### config.mk
export PLATFORM = sky130hd
export DESIGN_NAME = rif_arbiter
export DESIGN_NICKNAME = d
export VERILOG_FILES = /design/src/rtl/rif_arb_pkg.sv /design/src/rtl/rif_rr_picker.sv /design/src/rtl/rif_arbiter.sv
export SDC_FILE = /design/constraint.sdc
export NUM_CORES = 1
export LEC_CHECK = 0
export CORE_UTILIZATION = 38
export DETAILED_ROUTE_END_ITERATION = 6
export PLACE_DENSITY = 0.81
export RECOVER_POWER = 100
export SLEW_MARGIN = 20
export SYNTH_ARGS = -nofsm -noshare
export SYNTH_HDL_FRONTEND = slang
export SYNTH_SLANG_ARGS = --single-unit
### constraint.sdc
create_clock -name pclk -period 2.2 [get_ports pclk]
set_input_delay 0.44 -clock pclk [delete_from_list [all_inputs] [get_ports pclk]]
set_output_delay 0.44 -clock pclk [all_outputs]
set_load 0.03 [all_outputs]
### src/rtl/rif_arb_pkg.sv
// Shared types for the rif arbiter: FSM states, transfer kinds and index sizing.
package rif_arb_pkg;

    typedef enum logic [1:0] {
        IDLE  = 2'd0,
        ISSUE = 2'd1,
        ACK   = 2'd2
    } state_e;

    typedef enum logic {
        XFER_RD = 1'b0,
        XFER_WR = 1'b1
    } xfer_e;

    localparam int unsigned NUM_REQ_MAX = 8;

    function automatic int unsigned idx_width(input int unsigned n);
        return (n > 1) ? $clog2(n) : 1;
    endfunction

endpackage

### src/rtl/rif_rr_picker.sv
// Combinational round-robin picker: first pending requester at or after ptr, wrapping.
module rif_rr_picker
    import rif_arb_pkg::*;
#(
    parameter int unsigned NUM_REQ = 2,
    parameter int unsigned IDX_W   = idx_width(NUM_REQ)
) (
    input  logic [NUM_REQ-1:0] pending_i,
    input  logic [IDX_W-1:0]   ptr_i,
    output logic [IDX_W-1:0]   winner_o,
    output logic               any_o
);

    logic [IDX_W-1:0] cand;

    always_comb begin
        winner_o = '0;
        any_o    = 1'b0;
        cand     = '0;
        for (int k = 0; k < int'(NUM_REQ); k++) begin
            cand = IDX_W'((int'(ptr_i) + k) % int'(NUM_REQ));
            if (!any_o && pending_i[cand]) begin
                any_o    = 1'b1;
                winner_o = cand;
            end
        end
    end

endmodule

### src/rtl/rif_arbiter.sv
// Round-robin arbiter sharing one rif target between NUM_REQ requesters, one access in flight.
// Optional requester lock is enabled by defining RIF_ARB_LOCK_EN.
module rif_arbiter
    import rif_arb_pkg::*;
#(
    parameter int unsigned NUM_REQ    = 2,
    parameter int unsigned ADDR_WIDTH = 12,
    parameter int unsigned DATA_WIDTH = 32,
    parameter int unsigned BYTE_COUNT = (DATA_WIDTH < 8) ? 1 : 2 ** ($clog2(DATA_WIDTH) - 3)
) (
    input  logic                             pclk,
    input  logic                             presetn,
    input  logic [NUM_REQ-1:0]               m_wr_req,
    input  logic [NUM_REQ-1:0]               m_rd_req,
    input  logic [NUM_REQ*ADDR_WIDTH-1:0]    m_addr,
    input  logic [NUM_REQ*BYTE_COUNT-1:0]    m_wstrb,
    input  logic [NUM_REQ*DATA_WIDTH-1:0]    m_wdata,
`ifdef RIF_ARB_LOCK_EN
    input  logic [NUM_REQ-1:0]               m_lock,
`endif
    output logic [NUM_REQ-1:0]               m_ack,
    output logic                             m_err,
    output logic [DATA_WIDTH-1:0]            m_rdata,
    output logic [ADDR_WIDTH-1:0]            rif_addr,
    output logic                             rif_wr_req,
    output logic                             rif_rd_req,
    output logic [BYTE_COUNT-1:0]            rif_wstrb,
    output logic [DATA_WIDTH-1:0]            rif_wdata,
    input  logic                             rif_wvalid,
    input  logic                             rif_rvalid,
    input  logic [DATA_WIDTH-1:0]            rif_rdata
);

    localparam int unsigned IDX_W = idx_width(NUM_REQ);

    logic [ADDR_WIDTH-1:0] addr_arr  [NUM_REQ];
    logic [BYTE_COUNT-1:0] wstrb_arr [NUM_REQ];
    logic [DATA_WIDTH-1:0] wdata_arr [NUM_REQ];

    for (genvar g = 0; g < NUM_REQ; g++) begin : g_unpack
        assign addr_arr[g]  = m_addr[g*ADDR_WIDTH +: ADDR_WIDTH];
        assign wstrb_arr[g] = m_wstrb[g*BYTE_COUNT +: BYTE_COUNT];
        assign wdata_arr[g] = m_wdata[g*DATA_WIDTH +: DATA_WIDTH];
    end

    state_e                state_q, state_d;
    xfer_e                 xfer_q, xfer_d;
    logic [IDX_W-1:0]      ptr_q, ptr_d;
    logic [IDX_W-1:0]      winner_q, winner_d;
    logic [ADDR_WIDTH-1:0] addr_q, addr_d;
    logic [BYTE_COUNT-1:0] wstrb_q, wstrb_d;
    logic [DATA_WIDTH-1:0] wdata_q, wdata_d;
    logic                  wr_req_q, wr_req_d;
    logic                  rd_req_q, rd_req_d;
    logic [NUM_REQ-1:0]    ack_q, ack_d;
    logic                  err_q, err_d;
    logic [DATA_WIDTH-1:0] rdata_q, rdata_d;

    logic [NUM_REQ-1:0] pending;
    logic [NUM_REQ-1:0] pick_pending;
    logic [IDX_W-1:0]   pick_idx;
    logic               pick_any;
    logic [IDX_W-1:0]   next_ptr;

    assign pending  = m_wr_req | m_rd_req;
    assign next_ptr = (winner_q == IDX_W'(NUM_REQ - 1)) ? '0 : winner_q + 1'b1;

`ifdef RIF_ARB_LOCK_EN
    logic             lock_q, lock_d;
    logic [IDX_W-1:0] lock_idx_q, lock_idx_d;
    logic             lock_hold;

    // A lock only masks others while its owner still has a request outstanding.
    assign lock_hold = lock_q & pending[lock_idx_q];

    always_comb begin
        pick_pending = pending;
        if (lock_hold) begin
            pick_pending             = '0;
            pick_pending[lock_idx_q] = 1'b1;
        end
    end
`else
    assign pick_pending = pending;
`endif

    rif_rr_picker #(
        .NUM_REQ (NUM_REQ),
        .IDX_W   (IDX_W)
    ) u_picker (
        .pending_i (pick_pending),
        .ptr_i     (ptr_q),
        .winner_o  (pick_idx),
        .any_o     (pick_any)
    );

    always_comb begin
        state_d  = state_q;
        xfer_d   = xfer_q;
        ptr_d    = ptr_q;
        winner_d = winner_q;
        addr_d   = addr_q;
        wstrb_d  = wstrb_q;
        wdata_d  = wdata_q;
        err_d    = err_q;
        rdata_d  = rdata_q;
        wr_req_d = 1'b0;
        rd_req_d = 1'b0;
        ack_d    = '0;
`ifdef RIF_ARB_LOCK_EN
        lock_d     = lock_q;
        lock_idx_d = lock_idx_q;
`endif
        unique case (state_q)
            IDLE: begin
`ifdef RIF_ARB_LOCK_EN
                if (lock_q && !lock_hold) begin
                    lock_d = 1'b0;
                end
`endif
                if (pick_any) begin
                    winner_d = pick_idx;
                    // Write wins when a requester raises both; its read stays pending.
                    xfer_d   = m_wr_req[pick_idx] ? XFER_WR : XFER_RD;
                    addr_d   = addr_arr[pick_idx];
                    wstrb_d  = wstrb_arr[pick_idx];
                    wdata_d  = wdata_arr[pick_idx];
                    wr_req_d = m_wr_req[pick_idx];
                    rd_req_d = ~m_wr_req[pick_idx];
                    state_d  = ISSUE;
                end
            end
            ISSUE: begin
                if (xfer_q == XFER_WR) begin
                    err_d = ~rif_wvalid;
                end else begin
                    err_d   = ~rif_rvalid;
                    rdata_d = rif_rdata;
                end
                ack_d[winner_q] = 1'b1;
                state_d         = ACK;
            end
            ACK: begin
`ifdef RIF_ARB_LOCK_EN
                if (m_lock[winner_q]) begin
                    lock_d     = 1'b1;
                    lock_idx_d = winner_q;
                end else begin
                    lock_d = 1'b0;
                    ptr_d  = next_ptr;
                end
`else
                ptr_d = next_ptr;
`endif
                state_d = IDLE;
            end
            default: state_d = IDLE;
        endcase
    end

    always_ff @(posedge pclk) begin
        if (!presetn) begin
            state_q  <= IDLE;
            xfer_q   <= XFER_RD;
            ptr_q    <= '0;
            winner_q <= '0;
            addr_q   <= '0;
            wstrb_q  <= '0;
            wdata_q  <= '0;
            wr_req_q <= 1'b0;
            rd_req_q <= 1'b0;
            ack_q    <= '0;
            err_q    <= 1'b0;
            rdata_q  <= '0;
        end else begin
            state_q  <= state_d;
            xfer_q   <= xfer_d;
            ptr_q    <= ptr_d;
            winner_q <= winner_d;
            addr_q   <= addr_d;
            wstrb_q  <= wstrb_d;
            wdata_q  <= wdata_d;
            wr_req_q <= wr_req_d;
            rd_req_q <= rd_req_d;
            ack_q    <= ack_d;
            err_q    <= err_d;
            rdata_q  <= rdata_d;
        end
    end

`ifdef RIF_ARB_LOCK_EN
    always_ff @(posedge pclk) begin
        if (!presetn) begin
            lock_q     <= 1'b0;
            lock_idx_q <= '0;
        end else begin
            lock_q     <= lock_d;
            lock_idx_q <= lock_idx_d;
        end
    end
`endif

    assign m_ack      = ack_q;
    assign m_err      = err_q;
    assign m_rdata    = rdata_q;
    assign rif_addr   = addr_q;
    assign rif_wr_req = wr_req_q;
    assign rif_rd_req = rd_req_q;
    assign rif_wstrb  = wstrb_q;
    assign rif_wdata  = wdata_q;

endmodule

* Word level (Yosys, flattened, before mapping)
Index checks and enable logic that the tools add are counted.
Operators by class: add/subtract/negate cells 2, multiply operators 0, divide/modulo/power cells 0, magnitude comparators 6, equal/unequal tests 3, shifts and indexed selects 0, muxes and demuxes 26, bitwise gates (word level) 6, reduce and logical (&&, ||, !) cells 8
Operators with widths (number):
- 32-bit 2-to-1 mux | 3
- 12-bit 2-to-1 mux | 3
- 1-bit 2-to-1 mux | 14
- 4-bit 2-to-1 mux | 3
- 1-bit by 2-bit less-than comparator with 1-bit output, second input constant | 4
- 2-bit AND reduction | 3
- 1-bit inverter | 4
- 2-bit case mux with 2 select lines | 1
- 3-bit AND reduction | 1
- 1-bit adder, second input constant | 2
- 2-bit by 1-bit equality test with 1-bit output, second input constant | 1
- 2-bit equality test, second input constant | 1
- 2-bit greater-or-equal comparator, second input constant | 1
- 1-bit logical AND | 2
- 2-bit zero test | 1
- 2-bit 2-to-1 mux | 1
- 2-bit inequality test, second input constant | 1
- 1-bit inverter with 2-bit output | 1
- 2-bit bitwise OR | 1
- 1-bit demux with 1-bit select | 1
- 1-bit greater-or-equal comparator, second input constant | 1
- 1-bit zero test | 1
Word-level totals: bits in registers 90, latch bits 0, memory bits (writable) 0, bits in read-only memories 0, memories 0

* Depth between registers and ports, before layout
depth in word-level cells 11, mapped depth 6, mapped depth without buffers 4

* By module
From an unflattened synthesis, not the netlist that was laid out.
Unflattened totals: cell total of the unflattened synthesis 342, area, all modules 3676.0 µm²
By module, submodules not included:
- rif_arbiter | instances 1, cells each 339, area each 3658.5 µm², seq. area each 1801.7 µm²
- rif_rr_picker | instances 1, cells each 3, area each 17.5 µm², seq. area each 0.0 µm²

* Least setup slack after synthesis
OpenSTA, ideal clock, no wires.
kind input to register, start input port m_rd_req[0], end register addr_q[10] (netlist: rif_addr[10]), data arrival time 1.518 ns, required time 2.058 ns, setup slack 0.540 ns, cell stages on the path 6, buffers on the path 3, cell sequence or4_1 -> clkbuf_1 -> buf_6 -> buf_6 -> a21oi_1 -> a311oi_1
Between the ends: cells in the longest elaborated chain, start to end 11, elaborated cells between the ends (all ways) 16, classes of those cells mux: 11; bitwise: 2; reduce/logical: 3
Ends and longest elaborated chain:
- start: declaration | line rif_arbiter.sv:14 | input logic [NUM_REQ-1:0] m_rd_req,
- 2-bit bitwise OR (*) | line rif_arbiter.sv:65 | assign pending = m_wr_req | m_rd_req;
- 1-bit 2-to-1 mux (not written as such) (2 in series) | line rif_rr_picker.sv:22 | if (!any_o && pending_i[cand]) begin
- 1-bit 2-to-1 mux | line rif_rr_picker.sv:22
- 1-bit zero test | line rif_rr_picker.sv:22
- 1-bit logical AND | line rif_rr_picker.sv:22
- 1-bit 2-to-1 mux | line rif_rr_picker.sv:22
- 1-bit inverter with 2-bit output (not written as such) | line rif_arbiter.sv:125 | addr_d = addr_arr[pick_idx];
- 12-bit 2-to-1 mux (not written as such) (3 in series) | line rif_arbiter.sv:125
- end signal: assignment | line rif_arbiter.sv:180 | addr_q <= addr_d;
- end: declaration | line rif_arbiter.sv:50 | logic [ADDR_WIDTH-1:0] addr_q, addr_d;
Every way passes the cells marked *; elsewhere a longest branch is shown, timed or not. The select of a mux whose other input is x is not followed. A chain may end at the register's enable or synchronous reset.

* Worst setup path after layout
start input port m_rd_req[0], end register addr_q[8] (netlist: rif_addr[8])
The elaborated chain is that of the path after synthesis.

==> impl_metrics.sql <==
INSERT INTO impl_metrics (metric_group, metric, value, unit) VALUES
('finish', 'ff_latch_area', '0.00180', 'mm²'),
('floorplan', 'die_boundary_height', '102', 'µm'),
('synthesis', 'synth-seq-cells', '90', ''),
('placement', 'rd_place_congestion', '0.701', ''),
('sta', 'slew_headroom', '0.427', ''),
('setup_path', 'worst_setup_path_start_kind', 'input pin', ''),
('synthesis', 'synthArstFlopShare', '0', ''),
('sta', 'setup_tns_after_final_layout', '0', 'ps'),
('global_route', 'grt_antenna_before_repair', '0', ''),
('synthesis', 'synth.lib_cells_used.distinct', '31', ''),
('sta', 'period_minus_slack', '2030', 'ps'),
('setup_path', 'reg2regPathDepth', '4', ''),
('floorplan', 'die_width', '102', 'µm'),
('synthesis', 'yosysTopAreaCell', 'sky130_fd_sc_hd__dfxtp_1', ''),
('global_route', 'pin_count_of_the_biggest_net_entering_global_routing', '50', ''),
('global_route', 'global_route.usage.total', '0.245', ''),
('routing', 'drt_iter0_drc', '207', ''),
('finish', 'layout.nets', '801', ''),
('setup_path', 'cp_data_arrival_time', '2210', 'ps'),
('worst_hold_path', 'min-delay-start', 'm_rdata[28]', ''),
('routing', 'antenna_violating_nets_post_route', '0', ''),
('sta', 'rsz0062_at_grt', 'false', ''),
('clocking', 'path_clk_slew', '90', 'ps'),
('clocking', 'clk-insertion-delay-late', '350', 'ps'),
('sta', 'slew_at_the_pin_closest_to_its_max_slew_limit', '859', 'ps'),
('global_route', 'grt.overflow.total', '0', ''),
('floorplan', 'num_io_pins', '221', ''),
('finish', 'antenna-diode-count', '0', ''),
('worst_hold_path', 'hp-class', 'flip-flop to flip-flop', ''),
('placement', 'port_buffers', '220', ''),
('synthesis', 'synth_sequential_area_ratio', '0.477', ''),
('clocking', 'cts_hold_buffers', '0', ''),
('clocking', 'clk_path_buf_depth', '2', ''),
('synthesis', 'synth-edff-count', '0', ''),
('power', 'total_power', '0.00446', 'W'),
('clocking', 'tritoncts_num_sinks', '90', ''),
('synthesis', 'synthMostInstantiatedCell', 'sky130_fd_sc_hd__dfxtp_1', ''),
('global_route', 'grt_pass1_wl', '19.9', 'mm'),
('routing', 'drt_pass1_iterations', '4', ''),
('floorplan', 'die_area', '0.0104', 'mm²'),
('power', 'ir_drop', '357', 'µV'),
('routing', 'avgViaCountPerCell', '5.43', ''),
('sta', 'clock_skew', '11.7', 'ps'),
('synthesis', 'synthesis.area_per_instance', '8.09', 'µm²'),
('finish', 'finish.instance_area', '0.00639', 'mm²'),
('setup_path', 'regToRegStartpoint', 'state_q[1]', ''),
('synthesis', 'syn-instance-count', '467', ''),
('sta', 'min_period_over_period', '0.922', ''),
('clocking', 'cts-buffers-inserted', '9', ''),
('setup_path', 'reg2reg_slack', '460', 'ps'),
('sta', 'hold_viol_final', '0', ''),
('synthesis', 'number_of_warnings_issued_by_yosys', '0', ''),
('synthesis', 'syn-num-nets', '603', ''),
('finish', 'area_delta_synth_final', '69.0', '%'),
('clocking', 'cts_tree', 'built', ''),
('synthesis', 'synth.top_cell.area_share', '0.477', ''),
('routing', 'via_count', '4362', ''),
('sta', 'setup-violations-final', '0', ''),
('floorplan', 'placementRows', '36', ''),
('setup_path', 'worst-setup-path-type', 'input pin to flip-flop', ''),
('routing', 'finalWirelength', '12.9', 'mm'),
('placement', 'post-dp-hpwl', '9.11', 'mm'),
('setup_path', 'setup.worst_path.end_class', 'flip-flop', ''),
('run_status', 'status', 'completed', ''),
('floorplan', 'area_of_the_core', '0.00968', 'mm²'),
('sta', 'fmax', '0.493', 'GHz'),
('clocking', 'clk_root_buffer_cell', 'sky130_fd_sc_hd__clkbuf_8', ''),
('worst_hold_path', 'min_delay_worst_endpoint', 'm_rdata[28]', ''),
('finish', 'filler_cell_count', '830', ''),
('synthesis', 'yosys-top-cells-count', 'sky130_fd_sc_hd__dfxtp_1 (90), sky130_fd_sc_hd__a21oi_1 (83), sky130_fd_sc_hd__nand2_1 (66)', ''),
('setup_path', 'r2r_end', 'rif_addr[8]', '');
==> critical path: stages <==
cell and delay (ps):
sky130_fd_sc_hd__clkdlybuf4s50_1 440, sky130_fd_sc_hd__or4_2 710, sky130_fd_sc_hd__buf_4 320, sky130_fd_sc_hd__a21oi_1 210
sky130_fd_sc_hd__a311oi_1 70
==> per-stage QoR <==
step,cells,worst slack (ps),hold WS (ps),utilization
floorplan,467,540,415,-
global placement,786,-153,442,0.640
detailed placement,786,-241,448,0.640
CTS,802,133,460,0.659
global route,803,124,479,0.659
finish,803,172,454,0.659
==> per-layer routing <==
layer | vias up | global-route usage | share of wire
met1 | 2042 | 0.295 | 0.42
met3 | 20 | 0.0559 | 0.078
met2 | 196 | 0.420 | 0.48
li1 | 2104 | - | -
met4 | 0 | 0.101 | 0.020
met5 | - | 0 | 0
==> report_power, final <==
part	leakage [nW]	switching, W	internal [W]
Clock	0.0971	0.000596	0.000531
Combinational	1.60	0.000804	0.000643
Sequential	0.743	0.0000902	0.00180
==> kinds of logic after synthesis <==
logic type,after synthesis,synth area share
buffers and inverters,56,0.0626
and+or+nand+nor,134,0.159
AOI/OAI and AO/OA,185,0.296
DFF,90,0.477
muxes,2,0.00530
==> worst max-delay path by stage <==
| stage | start | to | slack [ps] |
|---|---|---|---|
| 2_1_floorplan | m_rd_req[0] | rif_addr[10] | 540 |
| 3_3_place_gp | m_wr_req[0] | rif_addr[6] | -150 |
| 6_report | m_rd_req[0] | rif_addr[8] | 170 |
| 3_5_place_dp | m_wr_req[0] | rif_addr[8] | -240 |
| 5_1_grt | m_rd_req[0] | rif_wdata[2] | 120 |
| 4_1_cts | m_wr_req[0] | rif_addr[8] | 130 |
==> placed cells by master (no fill, tap or decap), drive strengths merged <==
cell           netlist  routed
a21oi               83      83
a311oi              48      48
and2                 1       1
and3                 1       1
buf                  9      19
bufinv               0       1
clkbuf              44      11
clkdlybuf4s50        0     134
clkinv               0       2
clkinvlp             0       1
dfxtp               90      90
dlygate4sd3          0      86
inv                  3       5
mux2i                2       2
nand2               66      66
nand2b               1       1
nand3               50      50
nor2                 5       5
nor2b                2       2
nor3                 1       1
nor3b                1       1
nor4                 1       1
o21a                 1       1
o21ai               50      50
o21ba                1       1
o21bai               1       1
o32ai                1       1
or2                  2       2
or3                  1       1
or3b                 1       1
or4                  1       1
==> area by class of cell <==
class                   instances  share of cell area
multi-input cells             321               0.279
repair buffers                240               0.381
inverters                       3             0.00176
flip-flops and latches         90               0.282
clock buffers                  10              0.0200
well taps                     133              0.0261
clock inverters                 6              0.0102
==> state kept, by name (all words and copies together), names as in the netlist, 2 cells and up <==
name	count
m_ack	2
m_rdata	32
rif_addr	12
rif_wdata	32
rif_wstrb	4
state_q	2
No activity file was read; power rests on OpenSTA's default activity.
